<file path="config.mk">
export PLATFORM = sky130hd
export DESIGN_NAME = memory_port_arbiter_flat
export DESIGN_NICKNAME = d
export VERILOG_FILES = /design/src/rtl/memory_port_arbiter_pkg.sv /design/src/rtl/memory_port_arbiter_if.sv /design/src/rtl/memory_port_arbiter_rr_arbiter_2.sv /design/src/rtl/memory_port_arbiter.sv /design/src/flat_wrapper.sv
export SDC_FILE = /design/constraint.sdc
export NUM_CORES = 1
export LEC_CHECK = 0
export CAP_MARGIN = 0
export CORE_AREA = 3 3 162 164
export DETAILED_ROUTE_END_ITERATION = 12
export DIE_AREA = 0 0 165 167
export GPL_TIMING_DRIVEN = 0
export PLACE_DENSITY = 0.82
export SLEW_MARGIN = 20
export SYNTH_ARGS = -nofsm -noshare
export SYNTH_HDL_FRONTEND = slang
export SYNTH_SLANG_ARGS = --single-unit
</file>
<file path="constraint.sdc">
create_clock -name clock -period 3.5 [get_ports clock]
set_input_delay 0.525 -clock clock [delete_from_list [all_inputs] [get_ports clock]]
set_output_delay 0.525 -clock clock [all_outputs]
set_load 0.01 [all_outputs]
</file>
<file path="src/rtl/memory_port_arbiter_pkg.sv">
// Shared types for the instruction/data memory port arbiter:
// FSM state encoding, requester port IDs and operation encoding.
package memory_arbiter_pkg;

    typedef enum logic [1:0] {
        IDLE  = 2'b00,
        ISSUE = 2'b01,
        WAIT  = 2'b10
    } state_e;

    typedef enum logic {
        PORT_INSTR = 1'b0,
        PORT_DATA  = 1'b1
    } port_e;

    typedef enum logic {
        OP_READ  = 1'b0,
        OP_WRITE = 1'b1
    } op_e;

    // The requester that is not p; used for round-robin alternation.
    function automatic port_e other_port(input port_e p);
        return (p == PORT_INSTR) ? PORT_DATA : PORT_INSTR;
    endfunction

endpackage

</file>
<file path="src/rtl/memory_port_arbiter_if.sv">
// Command/response bus between the arbiter (master) and the shared
// single-port memory (slave).
interface memory_port_arbiter_if #(
    parameter int DATA_WIDTH   = 32,
    parameter int ADDRESS_BITS = 32
);
    localparam int NUM_BYTES = DATA_WIDTH / 8;

    logic                    mem_read;
    logic                    mem_write;
    logic [NUM_BYTES-1:0]    mem_byte_en;
    logic [ADDRESS_BITS-1:0] mem_address_in;
    logic [DATA_WIDTH-1:0]   mem_data_in;
    logic                    mem_ready;
    logic                    mem_valid;
    logic [DATA_WIDTH-1:0]   mem_data_out;

    modport master (
        output mem_read,
        output mem_write,
        output mem_byte_en,
        output mem_address_in,
        output mem_data_in,
        input  mem_ready,
        input  mem_valid,
        input  mem_data_out
    );

    modport slave (
        input  mem_read,
        input  mem_write,
        input  mem_byte_en,
        input  mem_address_in,
        input  mem_data_in,
        output mem_ready,
        output mem_valid,
        output mem_data_out
    );

endinterface

</file>
<file path="src/rtl/memory_port_arbiter_rr_arbiter_2.sv">
// Two-requester grant logic. Round-robin on ties (the port that did not
// win last time), or data-always-wins when FIXED_PRIORITY is set.
module rr_arbiter_2
    import memory_arbiter_pkg::*;
#(
    parameter int FIXED_PRIORITY = 0
)(
    input  logic  clock,
    input  logic  reset,
    input  logic  grant_en,
    input  logic  req_instr,
    input  logic  req_data,
    output logic  grant_valid,
    output port_e grant_port
);

    port_e last_grant_q;
    port_e last_grant_d;

    // Pick a winner and remember it whenever a grant is actually taken.
    always_comb begin
        grant_valid = grant_en && (req_instr || req_data);
        if (req_instr && req_data) begin
            grant_port = (FIXED_PRIORITY != 0) ? PORT_DATA : other_port(last_grant_q);
        end else if (req_data) begin
            grant_port = PORT_DATA;
        end else begin
            grant_port = PORT_INSTR;
        end
        last_grant_d = grant_valid ? grant_port : last_grant_q;
    end

    // Last-grant history; starts at DATA so the first tie goes to instruction.
    always_ff @(posedge clock or negedge reset) begin
        if (!reset) begin
            last_grant_q <= PORT_DATA;
        end else begin
            last_grant_q <= last_grant_d;
        end
    end

endmodule

</file>
<file path="src/rtl/memory_port_arbiter.sv">
// Shares one single-port memory between the instruction-fetch and data
// requesters. Each requester has a one-entry request register; one memory
// transaction is outstanding at a time, guarded by a response watchdog.
module memory_port_arbiter
    import memory_arbiter_pkg::*;
#(
    parameter int DATA_WIDTH     = 32,
    parameter int ADDRESS_BITS   = 32,
    parameter int FIXED_PRIORITY = 0,
    parameter int TIMEOUT_CYCLES = 1023
)(
    input  logic                      clock,
    input  logic                      reset,

    input  logic                      i_mem_read,
    input  logic [ADDRESS_BITS-1:0]   i_mem_address_in,
    output logic                      i_mem_ready,
    output logic                      i_mem_valid,
    output logic [DATA_WIDTH-1:0]     i_mem_data_out,
    output logic [ADDRESS_BITS-1:0]   i_mem_address_out,

    input  logic                      d_mem_read,
    input  logic                      d_mem_write,
    input  logic [DATA_WIDTH/8-1:0]   d_mem_byte_en,
    input  logic [ADDRESS_BITS-1:0]   d_mem_address_in,
    input  logic [DATA_WIDTH-1:0]     d_mem_data_in,
    output logic                      d_mem_ready,
    output logic                      d_mem_valid,
    output logic [DATA_WIDTH-1:0]     d_mem_data_out,
    output logic [ADDRESS_BITS-1:0]   d_mem_address_out,

    memory_port_arbiter_if.master     mem,

    output logic                      timeout_error
);

    localparam int NUM_BYTES = DATA_WIDTH / 8;
    localparam int CNT_W     = (TIMEOUT_CYCLES > 1) ? $clog2(TIMEOUT_CYCLES) : 1;

    typedef struct packed {
        op_e                     op;
        logic [NUM_BYTES-1:0]    byte_en;
        logic [ADDRESS_BITS-1:0] addr;
        logic [DATA_WIDTH-1:0]   data;
    } req_t;

    state_e                  state_q,      state_d;
    port_e                   grant_q,      grant_d;
    req_t                    i_req_q,      i_req_d;
    req_t                    d_req_q,      d_req_d;
    logic                    i_pending_q,  i_pending_d;
    logic                    d_pending_q,  d_pending_d;
    logic                    i_ready_q,    i_ready_d;
    logic                    d_ready_q,    d_ready_d;
    logic                    i_valid_q,    i_valid_d;
    logic                    d_valid_q,    d_valid_d;
    logic [DATA_WIDTH-1:0]   i_data_q,     i_data_d;
    logic [DATA_WIDTH-1:0]   d_data_q,     d_data_d;
    logic [ADDRESS_BITS-1:0] i_addr_out_q, i_addr_out_d;
    logic [ADDRESS_BITS-1:0] d_addr_out_q, d_addr_out_d;
    logic                    mem_read_q,   mem_read_d;
    logic                    mem_write_q,  mem_write_d;
    logic [NUM_BYTES-1:0]    mem_be_q,     mem_be_d;
    logic [ADDRESS_BITS-1:0] mem_addr_q,   mem_addr_d;
    logic [DATA_WIDTH-1:0]   mem_wdata_q,  mem_wdata_d;
    logic [CNT_W-1:0]        wait_cnt_q,   wait_cnt_d;
    logic                    timeout_q,    timeout_d;

    logic                    arb_valid;
    port_e                   arb_port;
    req_t                    sel_req;
    logic                    timeout_hit;
    logic                    rsp_done;
    logic [DATA_WIDTH-1:0]   rsp_data;

    rr_arbiter_2 #(
        .FIXED_PRIORITY (FIXED_PRIORITY)
    ) u_arb (
        .clock       (clock),
        .reset       (reset),
        .grant_en    (state_q == IDLE),
        .req_instr   (i_pending_q),
        .req_data    (d_pending_q),
        .grant_valid (arb_valid),
        .grant_port  (arb_port)
    );

    assign sel_req     = (arb_port == PORT_DATA) ? d_req_q : i_req_q;
    assign timeout_hit = (TIMEOUT_CYCLES != 0) &&
                         (wait_cnt_q == CNT_W'(TIMEOUT_CYCLES - 1));

    // Request capture, IDLE/ISSUE/WAIT sequencing, watchdog and response steering.
    always_comb begin
        // NOTE: every variable gets a default before any branch; a path that
        // skipped an assignment would otherwise infer a latch.
        state_d      = state_q;
        grant_d      = grant_q;
        i_req_d      = i_req_q;
        d_req_d      = d_req_q;
        i_pending_d  = i_pending_q;
        d_pending_d  = d_pending_q;
        i_valid_d    = 1'b0;
        d_valid_d    = 1'b0;
        i_data_d     = i_data_q;
        d_data_d     = d_data_q;
        i_addr_out_d = i_addr_out_q;
        d_addr_out_d = d_addr_out_q;
        mem_read_d   = mem_read_q;
        mem_write_d  = mem_write_q;
        mem_be_d     = mem_be_q;
        mem_addr_d   = mem_addr_q;
        mem_wdata_d  = mem_wdata_q;
        wait_cnt_d   = wait_cnt_q;
        timeout_d    = timeout_q;
        rsp_done     = 1'b0;
        rsp_data     = '0;

        // Capture into an empty request register; ready is registered, so
        // acceptance never feeds back combinationally into ready.
        if (i_mem_read && i_ready_q) begin
            i_req_d.op      = OP_READ;
            i_req_d.byte_en = '0;
            i_req_d.addr    = i_mem_address_in;
            i_req_d.data    = '0;
            i_pending_d     = 1'b1;
        end
        if ((d_mem_read || d_mem_write) && d_ready_q) begin
            d_req_d.op      = d_mem_write ? OP_WRITE : OP_READ;
            d_req_d.byte_en = d_mem_byte_en;
            d_req_d.addr    = d_mem_address_in;
            d_req_d.data    = d_mem_data_in;
            d_pending_d     = 1'b1;
        end

        case (state_q)
            IDLE: begin
                if (arb_valid) begin
                    grant_d     = arb_port;
                    state_d     = ISSUE;
                    mem_read_d  = (sel_req.op == OP_READ);
                    mem_write_d = (sel_req.op == OP_WRITE);
                    mem_addr_d  = sel_req.addr;
                    mem_be_d    = (sel_req.op == OP_WRITE) ? sel_req.byte_en : '0;
                    mem_wdata_d = (sel_req.op == OP_WRITE) ? sel_req.data : '0;
                end
            end
            ISSUE: begin
                if (mem.mem_ready) begin
                    mem_read_d  = 1'b0;
                    mem_write_d = 1'b0;
                    mem_be_d    = '0;
                    mem_addr_d  = '0;
                    mem_wdata_d = '0;
                    wait_cnt_d  = '0;
                    state_d     = WAIT;
                end
            end
            WAIT: begin
                if (mem.mem_valid) begin
                    rsp_done = 1'b1;
                    rsp_data = mem.mem_data_out;
                end else if (timeout_hit) begin
                    rsp_done  = 1'b1;
                    rsp_data  = '0;
                    timeout_d = 1'b1;
                end else begin
                    wait_cnt_d = wait_cnt_q + CNT_W'(1);
                end
            end
            default: state_d = IDLE;
        endcase

        // Response goes to whichever port owns the outstanding transaction.
        if (rsp_done) begin
            state_d = IDLE;
            if (grant_q == PORT_DATA) begin
                d_valid_d    = 1'b1;
                d_data_d     = rsp_data;
                d_addr_out_d = d_req_q.addr;
                d_pending_d  = 1'b0;
            end else begin
                i_valid_d    = 1'b1;
                i_data_d     = rsp_data;
                i_addr_out_d = i_req_q.addr;
                i_pending_d  = 1'b0;
            end
        end

        i_ready_d = !i_pending_d;
        d_ready_d = !d_pending_d;
    end

    // All state and registered outputs; reset discards any transaction in flight.
    always_ff @(posedge clock or negedge reset) begin
        if (!reset) begin
            state_q      <= IDLE;
            grant_q      <= PORT_INSTR;
            i_req_q      <= '0;
            d_req_q      <= '0;
            i_pending_q  <= 1'b0;
            d_pending_q  <= 1'b0;
            i_ready_q    <= 1'b1;
            d_ready_q    <= 1'b1;
            i_valid_q    <= 1'b0;
            d_valid_q    <= 1'b0;
            i_data_q     <= '0;
            d_data_q     <= '0;
            i_addr_out_q <= '0;
            d_addr_out_q <= '0;
            mem_read_q   <= 1'b0;
            mem_write_q  <= 1'b0;
            mem_be_q     <= '0;
            mem_addr_q   <= '0;
            mem_wdata_q  <= '0;
            wait_cnt_q   <= '0;
            timeout_q    <= 1'b0;
        end else begin
            // NOTE: non-blocking assignments so every flop samples the values
            // from before this edge, independent of statement order.
            state_q      <= state_d;
            grant_q      <= grant_d;
            i_req_q      <= i_req_d;
            d_req_q      <= d_req_d;
            i_pending_q  <= i_pending_d;
            d_pending_q  <= d_pending_d;
            i_ready_q    <= i_ready_d;
            d_ready_q    <= d_ready_d;
            i_valid_q    <= i_valid_d;
            d_valid_q    <= d_valid_d;
            i_data_q     <= i_data_d;
            d_data_q     <= d_data_d;
            i_addr_out_q <= i_addr_out_d;
            d_addr_out_q <= d_addr_out_d;
            mem_read_q   <= mem_read_d;
            mem_write_q  <= mem_write_d;
            mem_be_q     <= mem_be_d;
            mem_addr_q   <= mem_addr_d;
            mem_wdata_q  <= mem_wdata_d;
            wait_cnt_q   <= wait_cnt_d;
            timeout_q    <= timeout_d;
        end
    end

    assign i_mem_ready       = i_ready_q;
    assign i_mem_valid       = i_valid_q;
    assign i_mem_data_out    = i_data_q;
    assign i_mem_address_out = i_addr_out_q;
    assign d_mem_ready       = d_ready_q;
    assign d_mem_valid       = d_valid_q;
    assign d_mem_data_out    = d_data_q;
    assign d_mem_address_out = d_addr_out_q;
    assign mem.mem_read       = mem_read_q;
    assign mem.mem_write      = mem_write_q;
    assign mem.mem_byte_en    = mem_be_q;
    assign mem.mem_address_in = mem_addr_q;
    assign mem.mem_data_in    = mem_wdata_q;
    assign timeout_error     = timeout_q;

endmodule

</file>
<file path="src/flat_wrapper.sv">
// flat-port wrapper written by rule: the top's interface ports become plain ports
module memory_port_arbiter_flat import memory_arbiter_pkg::*;
#(
    parameter int DATA_WIDTH     = 32,
    parameter int ADDRESS_BITS   = 32,
    parameter int FIXED_PRIORITY = 0,
    parameter int TIMEOUT_CYCLES = 1023
)
  (clock, reset, i_mem_read, i_mem_address_in, i_mem_ready, i_mem_valid, i_mem_data_out, i_mem_address_out, d_mem_read, d_mem_write, d_mem_byte_en, d_mem_address_in, d_mem_data_in, d_mem_ready, d_mem_valid, d_mem_data_out, d_mem_address_out, timeout_error, mem_mem_read, mem_mem_write, mem_mem_byte_en, mem_mem_address_in, mem_mem_data_in, mem_mem_ready, mem_mem_valid, mem_mem_data_out);
  memory_port_arbiter_if #(.DATA_WIDTH(DATA_WIDTH), .ADDRESS_BITS(ADDRESS_BITS)) mem_i ();
  input  logic clock;
  input  logic reset;
  input  logic i_mem_read;
  input  logic [ADDRESS_BITS-1:0] i_mem_address_in;
  output logic i_mem_ready;
  output logic i_mem_valid;
  output logic [DATA_WIDTH-1:0] i_mem_data_out;
  output logic [ADDRESS_BITS-1:0] i_mem_address_out;
  input  logic d_mem_read;
  input  logic d_mem_write;
  input  logic [DATA_WIDTH/8-1:0] d_mem_byte_en;
  input  logic [ADDRESS_BITS-1:0] d_mem_address_in;
  input  logic [DATA_WIDTH-1:0] d_mem_data_in;
  output logic d_mem_ready;
  output logic d_mem_valid;
  output logic [DATA_WIDTH-1:0] d_mem_data_out;
  output logic [ADDRESS_BITS-1:0] d_mem_address_out;
  output logic timeout_error;
  output wire logic [$bits(mem_i.mem_read)-1:0] mem_mem_read;
  output wire logic [$bits(mem_i.mem_write)-1:0] mem_mem_write;
  output wire logic [$bits(mem_i.mem_byte_en)-1:0] mem_mem_byte_en;
  output wire logic [$bits(mem_i.mem_address_in)-1:0] mem_mem_address_in;
  output wire logic [$bits(mem_i.mem_data_in)-1:0] mem_mem_data_in;
  input wire logic [$bits(mem_i.mem_ready)-1:0] mem_mem_ready;
  input wire logic [$bits(mem_i.mem_valid)-1:0] mem_mem_valid;
  input wire logic [$bits(mem_i.mem_data_out)-1:0] mem_mem_data_out;
  assign mem_mem_read = mem_i.mem_read;
  assign mem_mem_write = mem_i.mem_write;
  assign mem_mem_byte_en = mem_i.mem_byte_en;
  assign mem_mem_address_in = mem_i.mem_address_in;
  assign mem_mem_data_in = mem_i.mem_data_in;
  assign mem_i.mem_ready = mem_mem_ready;
  assign mem_i.mem_valid = mem_mem_valid;
  assign mem_i.mem_data_out = mem_mem_data_out;
  memory_port_arbiter #(.DATA_WIDTH(DATA_WIDTH), .ADDRESS_BITS(ADDRESS_BITS), .FIXED_PRIORITY(FIXED_PRIORITY), .TIMEOUT_CYCLES(TIMEOUT_CYCLES)) u_core (.clock(clock), .reset(reset), .i_mem_read(i_mem_read), .i_mem_address_in(i_mem_address_in), .i_mem_ready(i_mem_ready), .i_mem_valid(i_mem_valid), .i_mem_data_out(i_mem_data_out), .i_mem_address_out(i_mem_address_out), .d_mem_read(d_mem_read), .d_mem_write(d_mem_write), .d_mem_byte_en(d_mem_byte_en), .d_mem_address_in(d_mem_address_in), .d_mem_data_in(d_mem_data_in), .d_mem_ready(d_mem_ready), .d_mem_valid(d_mem_valid), .d_mem_data_out(d_mem_data_out), .d_mem_address_out(d_mem_address_out), .mem(mem_i), .timeout_error(timeout_error));
endmodule
</file>
# Word level (Yosys, flattened, before mapping)
# Index checks and enable logic that the tools add are counted.
dict set report op_classes {
  addsub 1
  n_eq_ne 10
  muxes 43
  bitwise_logic 3
  reduce_logical 18
}
# op count
set ops {}
lappend ops {{two-way mux 32 bit} 6}
lappend ops {{one-hot mux 32 bit (2 select lines)} 2}
lappend ops {{two-way mux 69 bit} 1}
lappend ops {{two-way mux 10 bit} 3}
lappend ops {{two-way mux 1 bit} 20}
lappend ops {{one-hot mux 10 bit (2 select lines)} 1}
lappend ops {{two-way mux 4 bit} 3}
lappend ops {{adder 10 x 1 -> 10 bit, second input constant} 1}
lappend ops {{== test 10 bit, second input constant} 1}
lappend ops {{AND reduction 3 bit} 3}
lappend ops {{one-hot mux 4 bit (2 select lines)} 1}
lappend ops {{two-way mux 2 bit} 3}
lappend ops {{!= test 2 bit, second input constant} 3}
lappend ops {{one-hot mux 2 bit (3 select lines)} 1}
lappend ops {{AND reduction 2 bit} 3}
lappend ops {{logical AND 1 bit} 4}
lappend ops {{!= test 2 x 1 -> 1 bit, second input constant} 2}
lappend ops {{one-hot mux 1 bit (2 select lines)} 2}
lappend ops {{AND reduction 4 bit} 1}
lappend ops {{nonzero test 2 bit} 2}
lappend ops {{!= test 3 x 1 -> 1 bit, second input constant} 1}
lappend ops {{!= test 3 x 2 -> 1 bit, second input constant} 1}
lappend ops {{NOT 1 bit} 3}
lappend ops {{== test 2 x 1 -> 1 bit, second input constant} 1}
lappend ops {{other kinds (4)} 6}
dict set report word_totals {
  register_bits 320
  input_bits 139
  out_inout_bits 203
  elab_cells 100
}

# Depth between registers and ports, before layout
# Gate-level depths: netlist of the first run.
dict set report depth {
  depth_word 6
  ltp_mapped 8
}

# Hierarchy
# From an unflattened synthesis of the first run, not the netlist that was laid out.
dict set report unflattened {
  cells_unflattened 969
  hier_area_um2 12299.3
}
# mod n_inst cells_each area_per_inst_um2 seq_area_each_um2
set modules_own_cells {}
lappend modules_own_cells {memory_port_arbiter 1 964 12246.7 7985.2}
lappend modules_own_cells {rr_arbiter_2 1 5 52.6 26.3}

# Least setup slack after synthesis of the first run
# OpenSTA, ideal clock, no wires.
dict set report synth_path {
  path_kind {register -> register}
  start {register u_core.wait_cnt_q[0]}
  end {register u_core.d_addr_out_q[0], in the netlist u_core.d_mem_address_out[0]}
  t_arrival_ps 1685
  slack_ps 1690
  stages_incl_launch_ff 8
  n_path_buf 1
  cell_sequence {dfrtp_1 inv_1 ha_1 and4_1 a31o_2 nand2_2 buf_6 mux2_2}
}
dict set report synth_between {
  elab_chain_len 5
}
# element line
set synth_rtl {}
lappend synth_rtl {{start: declaration} memory_port_arbiter.sv:66} ;# logic [CNT_W-1:0] wait_cnt_q, wait_cnt_d;
lappend synth_rtl {{start signal: assignment} memory_port_arbiter.sv:239} ;# wait_cnt_q <= wait_cnt_d;
lappend synth_rtl {{== test 10 bit} memory_port_arbiter.sv:90} ;# (wait_cnt_q == CNT_W'(TIMEOUT_CYCLES - 1));
lappend synth_rtl {{two-way mux 1 bit} memory_port_arbiter.sv:162} ;# end else if (timeout_hit) begin
lappend synth_rtl {{two-way mux 1 bit} memory_port_arbiter.sv:159} ;# if (mem.mem_valid) begin
lappend synth_rtl {{two-way mux 1 bit} memory_port_arbiter.sv:135} ;# case (state_q)
lappend synth_rtl {{AND reduction 2 bit (no line)} n/a}
lappend synth_rtl {{end signal: assignment} memory_port_arbiter.sv:233} ;# d_addr_out_q <= d_addr_out_d;
lappend synth_rtl {{end: declaration} memory_port_arbiter.sv:60} ;# logic [ADDRESS_BITS-1:0] d_addr_out_q, d_addr_out_d;
# Every way passes these cells.
# A chain may end at the register's enable or synchronous reset.

# Final worst setup path of the first run
dict set report layout_path {
  start {register u_core.state_q[0]}
  end {register u_core.mem_wdata_q[26], in the netlist u_core.mem.mem_data_in[26]}
}
dict set report layout_between {
  elab_chain_len 4
  elab_cells_between_ends 8
  classes_between {eq/ne (3); mux (1); reduce/logical (4)}
}
# element line
set layout_rtl {}
lappend layout_rtl {{start: declaration} memory_port_arbiter.sv:47} ;# state_e state_q, state_d;
lappend layout_rtl {{start signal: assignment} memory_port_arbiter.sv:220} ;# state_q <= state_d;
lappend layout_rtl {{logical NOT 2 bit} {memory_port_arbiter.sv:81, memory_port_arbiter.sv:135}}
lappend layout_rtl {{logical AND 1 bit} memory_port_arbiter_rr_arbiter_2.sv:22} ;# grant_valid = grant_en && (req_instr || req_data);
lappend layout_rtl {{!= test 2 x 1 -> 1 bit (no line)} n/a}
lappend layout_rtl {{AND reduction 3 bit (no line)} n/a}
lappend layout_rtl {{end signal: assignment} memory_port_arbiter.sv:238} ;# mem_wdata_q <= mem_wdata_d;
lappend layout_rtl {{end: declaration} memory_port_arbiter.sv:65} ;# logic [DATA_WIDTH-1:0] mem_wdata_q, mem_wdata_d;
# Several ways; a longest one is shown, not always the timed one.

==> results of run 1 <==
==> flip-flops by register name, indices dropped and copies added, names as in the netlist, 2 cells and up <==
register,flops
u_core.mem.mem_byte_en,4
u_core.mem.mem_address_in,32
u_core.d_req_q,69
u_core.i_mem_address_out,32
u_core.mem.mem_data_in,32
u_core.i_mem_data_out,32
u_core.d_mem_data_out,32
u_core.wait_cnt_q,10
u_core.d_mem_address_out,32
u_core.i_req_q,32
u_core.state_q,2
==> power groups by stage <==
stage	Combinational (W)	Sequential, W	Clock [W]
finish	0.00665	0.00651	0.00375
global route	0.00718	0.00672	0.00397
CTS	0.00674	0.00650	0.00380
detailed placement	0.00670	0.00652	0
global placement	0.00650	0.00645	0
floorplan	0.00283	0.00678	0
==> cells in the mapped netlist (2+ instances only) <==
library cell,n,area (sq um)
a21oi_1,3,15.01
a211o_1,2,17.52
dfrtp_1,317,7933
and3_1,3,18.77
mux2_2,97,1092
nor2b_1,4,25.02
buf_2,12,60.06
nor2_1,3,11.26
nand2_1,214,803.3
a221o_1,2,20.02
ha_1,2,25.02
o21ai_0,2,10.01
and4_1,3,26.28
buf_4,3,22.52
o2bb2ai_1,32,280.3
a41oi_1,2,17.52
a31oi_1,6,37.54
buf_6,14,157.7
o21a_1,4,30.03
o21ai_1,2,10.01
nor3_1,3,15.01
a22o_1,39,341.6
nand2b_1,2,12.51
nand3_1,3,15.01
mux2i_1,32,320.3
and2_1,3,18.77
inv_1,5,18.77
a32o_1,64,640.6
dfstp_2,3,78.83
clkbuf_1,37,138.9
==> worst max-delay path: stages, from the launching register on <==
cell      delay, ps
dfrtp_1         500
nor2_1          150
o21a_1          160
nor2_1          760
clkbuf_1        610
a22o_1          250
==> per-stage QoR <==
step	cell area (sq um)	std cells	power (W)	hold slack, ps	setup TNS [ps]
after floorplan	12340	931	0.009612	229.4	0
after global placement	16170	1602	0.01295	456.8	-3698410
after detailed placement	16260	1605	0.01322	463.7	0
after CTS	17440	1667	0.01704	477.9	0
after global routing	17450	1668	0.01787	496.3	0
final	17450	1668	0.01691	475.3	0
==> cell families (layout without fill, tap and decap cells) <==
| group | Yosys count | in the layout | share of synthesized area (%) |
|---|---|---|---|
| AND/OR/NAND/NOR | 245 | 245 | 8.232 |
| other | 0 | 1 | 0 |
| flip-flops | 320 | 320 | 64.91 |
| multiplexers | 129 | 129 | 11.45 |
| adder cells (fa/ha/maj) | 2 | 2 | 0.2027 |
| AO/OA/AOI/OAI | 163 | 163 | 11.95 |
| buffers and inverters | 72 | 478 | 3.254 |
==> path summary, 6_finish.rpt <==
check	to	cells past startpoint	slack (ps)
worst max-delay path	u_core.mem.mem_data_in[26]$_DFFE_PN0P_	5	1010
worst min-delay path	u_core.d_req_q[13]$_DFFE_PN0P_	2	480
worst max register to register	u_core.mem.mem_data_in[26]$_DFFE_PN0P_	5	1010
worst min register to register	u_core.d_req_q[13]$_DFFE_PN0P_	2	480
max in group asynchronous	u_core.i_mem_ready$_DFF_PN1_	4	1670
min in group asynchronous	u_core.mem.mem_address_in[20]$_DFFE_PN0P_	2	540
==> routing by layer <==
layer / vias to the layer above / GRT usage [%]
met1: 4694 / 33.08
li1: 4109 / -
met5: - / 0
met2: 335 / 42.77
met4: 0 / 8.133
met3: 65 / 6.343
==> area by class of cell <==
| cell class | count | area, sq um |
|---|---|---|
| Inverter | 5 | 18.77 |
| Clock inverter | 13 | 171.4 |
| Timing Repair Buffer | 345 | 3511 |
| Buffer | 67 | 382.9 |
| Multi-Input combinational cell | 539 | 3929 |
| Clock buffer | 48 | 1007 |
| Tap cell | 330 | 412.9 |
| Fill cell | 1798 | 7590 |
| Antenna cell | 1 | 2.502 |
| Sequential cell | 320 | 8011 |
==> repair_timing <==
item	4_1_cts	5_1_grt
endpoints found under the hold margin	54	0
hold buffers	1	0
setup endpoints to repair	0	0
==> out/results.tsv, run 1 <==
stage	metric	value	unit
min_path	worst_hold_path_type	reg2reg	
synth	ys_seq_area_share	64.91	%
cts	htree_num_levels	2	
sta	final.period_utilization	71.07	%
synth	yosys_warnings	0	
drt	antenna_left	0	
synth	synthCells	931	
job	max-cap-violations	0	
global_route	grt_pass1_wl	55420	um
drt	wl_met3	2610	um
global_route	grt_pass1_vias	9723	
cts	cts_tree	yes	
floorplanning	pin_count	342	
power	p_clk_share	22.2	%
synth	synth-edff-count	0	
drt	first_iter_violations	616	
power	switching_share	33.40	%
placed_design	gp_congestion	0.8253	
sta	layout_setup_ws	1012	ps
critical_path	crit_required	3940	ps
critical_path	cp_max_fo	10	
min_path	hold_start	u_core.d_req_q[13]$_DFFE_PN0P_	
drt	routed_wl	35360	um
synth	ys_types	43	
cts	cts_setup_buffers	0	
drt	dr.max_layer_used	met4	
sta	rsz0062_at_grt	false	
critical_path	r2r_start	u_core.state_q[0]$_DFFE_PN0P_	
sta	fin_crit	2488	ps
synth	avgSynthCellArea	13.26	sq um
power	leakage	7.926	nW
power	power_frac_seq	38.5	%
drt	drc	0	
synth	async_reset_ff_share	100.0	%
cells_and_area	syn2layout_area_growth	41.36	%
power	p_per_area	969.3	nW/um^2
sta	max_slew_margin	34.41	%
floorplanning	die_h	167	um
power	power_switching	0.005649	W
global_route	grt_overflow	0	
global_route	grt_start_max_net_pins	102	
cells_and_area	final_util	69.69	%
placed_design	io_buffers	341	
floorplanning	die_area	27560	sq um
cts	clkTransAtPathRegs	60	ps
drt	via_count	9203	
drt	firstDrtPassIters	5	
sta	report.final.slew_viol_count	0	
cts	worstSkewPairLatency	500	ps
power	comb_power_share	39.3	%
floorplanning	start_util	49.30	%
synth	synth_seq_cells	320	
cts	cts.repair.resized	0	
drt	met2_length	17570	um
cells_and_area	drive_gt1_share	14.51	%
power	internal-power	0.01126	W
cells_and_area	final_common_cell	clkdlybuf4s50_1	
placed_design	dp_hpwl	24920	um
sta	finalHoldViolCount	0	
synth	syn_nets	1072	
global_route	grt_use_total	25.69	%
floorplanning	die_x	165	um
critical_path	worstPathArrival	2930	ps
floorplanning	core-area	25040	sq um
placed_design	pre_cts_slack	672.9	ps
critical_path	start_kind	flop	
power	ir_drop	0.5615	mV
drt	avgViaCountPerCell	5.517	
synth	syn_area	12340	sq um
global_route	antenna_found_initial	1	
drt	wirelength_met1	14190	um
sta	final-setup-viol-count	0	
sta	fin_skew	16.51	ps
critical_path	worst_setup_path_end_kind	flop	
cells_and_area	final_cell_mix	340 x clkdlybuf4s50_1, 317 x dfrtp_1, 214 x nand2_1	
floorplanning	rows	58	
sta	worst_pin_slew	980.2	ps
cts	clock_sinks	320	
synth	ys.flop_type	dfrtp_1	
cts	cts_buffer_depth	3	
critical_path	startpoint	u_core.state_q[0]$_DFFE_PN0P_	
sta	fmax	402.0	MHz
cells_and_area	fin_nets	1454	
drt	wl_per_cell	21.20	um
cts	numCtsBuffers	35	
critical_path	path_class	reg2reg	
cts	ctsRootBufferMaster	clkbuf_16	
status	status	finished, final reports clean	
Note: power is estimated with default switching activity, not from simulation.
==> run 2: changes to the inputs <==
--- a/config.mk
+++ b/config.mk
@@ -6,11 +6,11 @@
 export NUM_CORES = 1
 export LEC_CHECK = 0
 export CAP_MARGIN = 0
-export CORE_AREA = 3 3 162 164
+export CORE_AREA = 3 3 174 176
 export DETAILED_ROUTE_END_ITERATION = 12
-export DIE_AREA = 0 0 165 167
+export DIE_AREA = 0 0 177 179
 export GPL_TIMING_DRIVEN = 0
-export PLACE_DENSITY = 0.82
+export PLACE_DENSITY = 0.75
 export SLEW_MARGIN = 20
 export SYNTH_ARGS = -nofsm -noshare
 export SYNTH_HDL_FRONTEND = slang
==> constraint.sdc (replaced) <==
create_clock -name clock -period 2.1 [get_ports clock]
set_input_delay 0.315 -clock clock [delete_from_list [all_inputs] [get_ports clock]]
set_output_delay 0.315 -clock clock [all_outputs]
set_load 0.01 [all_outputs]
==> run 2 against run 1 <==
Effect of this change: non-clock buffer count up 2; fmax is 23% higher; die area up 15%; worst setup slack worse by 930 ps; clock skew is 1.2 ps lower; cell area is 0.69% higher; critical endpoint is now u_core.i_mem_ready$_DFF_PN1_.
==> out/results.tsv, run 2 (synthesis results as in run 1) <==
stage	metric	value	unit
critical_path	worstPathArrival	2390	ps
sta	report.final.slew_viol_count	0	
global_route	grt_pass1_wl	54550	um
cells_and_area	fillers	2267	
sta	final.period_utilization	96.16	%
power	leakage	7.974	nW
cts	worstSkewPairLatency	510	ps
min_path	holdPathStages	3	
power	ir_drop	0.8293	mV
global_route	grt_start_max_net_pins	95	
cells_and_area	syn2layout_area_growth	42.34	%
critical_path	cp_max_fo	10	
sta	holdWs	330.2	ps
critical_path	start_kind	flop	
cells_and_area	largest_reg_flops	69	
global_route	grt-busiest-layer	met2	
drt	wl_per_cell	20.51	um
sta	rsz0062_at_grt	true	
critical_path	ff2ff_setup_slack	80	ps
critical_path	crit_required	2470	ps
cts	cts_buffer_depth	3	
sta	finalHoldViolCount	0	
job	max-cap-violations	0	
sta	fin_skew	15.30	ps
power	total_power	0.02815	W
critical_path	ff2ff_path_depth	8	
cts	numCtsBuffers	36	
sta	worst_pin_slew	683.5	ps
cts	clock_sinks	320	
cts	cts_tree	yes	
sta	fmax	495.2	MHz
floorplanning	rows	62	
cells_and_area	regMostFlops	u_core.d_req_q	
drt	via_count	9056	
drt	first_iter_violations	445	
cells_and_area	fin_nets	1457	
global_route	grt_overflow	0	
placed_design	place_area	16320	sq um
placed_design	dp_hpwl	24990	um
drt	routed_wl	35390	um
floorplanning	core-area	28780	sq um
floorplanning	die_x	177	um
floorplanning	die_area	31680	sq um
floorplanning	pin_count	342	
cells_and_area	drive_gt1_share	15.44	%
cts	clkTransAtPathRegs	60	ps
placed_design	io_buffers	341	
status	status	finished, final reports clean	
global_route	grt_use_total	22.07	%
placed_design	gp_congestion	0.8180	
sta	final-setup-viol-count	0	
global_route	grt_pass1_vias	9553	
drt	firstDrtPassIters	4	
drt	drc	0	
cells_and_area	final_common_cell	clkdlybuf4s50_1	
sta	tns	0	ps
sta	max_slew_margin	54.43	%
floorplanning	die_h	179	um
cts	htree_num_levels	2	
critical_path	worst_setup_path_end_kind	flop	
cts	ctsRootBufferMaster	clkbuf_16	
drt	avgViaCountPerCell	5.247	
global_route	grt_use_met2	35.98	%
sta	fin_crit	2019	ps
cells_and_area	design_area	17570	sq um
global_route	grtUsageMet3	5.210	%
critical_path	path_class	reg2reg	
global_route	use_met1	29.09	%
power	p_per_area	1602	nW/um^2
cells_and_area	final_cell_mix	340 x clkdlybuf4s50_1, 316 x dfrtp_1, 214 x nand2_1	
global_route	antenna_found_initial	1	
drt	antenna_left	0	
min_path	worst_hold_path_type	in2reg	
floorplanning	start_util	42.88	%
==> run 2: routing by layer <==
layer / share of wire (%) / up-vias
met4: 2.7 / 0
met5: 0 / -
met2: 48 / 266
met3: 6.3 / 67
met1: 43 / 4604
li1: - / 4119
==> run 2: worst paths after layout <==
check	start	end
max	u_core.wait_cnt_q[0]$_DFFE_PN0P_	u_core.i_mem_ready$_DFF_PN1_
min	d_mem_data_in[19]	u_core.d_req_q[19]$_DFFE_PN0P_
max reg2reg	u_core.wait_cnt_q[0]$_DFFE_PN0P_	u_core.i_mem_ready$_DFF_PN1_
min reg2reg	u_core.d_req_q[16]$_DFFE_PN0P_	u_core.d_req_q[16]$_DFFE_PN0P_
max in group asynchronous	reset	u_core.d_mem_address_out[5]$_DFFE_PN0P_
min in group asynchronous	reset	u_core.i_req_q[49]$_DFFE_PN0P_
==> run 2: critical path, cell delays in order (launching register included) <==
cell and delay, ps:
dfrtp_2 410, inv_1 60, ha_1 190, and4_1 200
a31o_2 310, nand2_4 120, buf_6 210, buf_6 170
o21ai_0 210
==> run 2: what timing repair did <==
action / 4_1_cts / 5_1_grt
hold buffers: 1 / 0
pin swaps: 0 / 1
hold endpoints to repair: 85 / 0
gates resized for setup: 6 / 12
cloned: 0 / 0
setup endpoints to repair: 119 / 83
setup buffers: 0 / 2
==> run 2: where the power goes <==
group	switching, W	total [W]	internal, W
clock	0.00246	0.00624	0.00377
sequential	0.00180	0.0108	0.00901
combinational	0.00512	0.0111	0.00598
total	0.00938	0.0281	0.0188
==> run 2: final cells by class <==
cell class	count	area (sq um)	share of cell area, %
antenna	1	2.502	0.01425
buffer	67	394.1	2.244
clock buffer	54	1070	6.090
clock inverter	9	108.9	0.6197
inverter	5	18.77	0.1068
multi-input combinational	539	3941	22.44
sequential	320	8013	45.61
tap	384	480.5	2.735
timing repair buffer	347	3538	20.14
==> run 2: through the flow <==
| stage | util [%] | setup slack (ps) | cells |
|---|---|---|---|
| finish | 61.04 | 80.59 | 1726 |
| global route | 61.04 | -0.2014 | 1726 |
| CTS | 60.89 | 18.21 | 1723 |
| detailed placement | 56.72 | -506.6 | 1659 |
| global placement | 56.41 | -13010 | 1656 |
| floorplan | - | 289.9 | 931 |
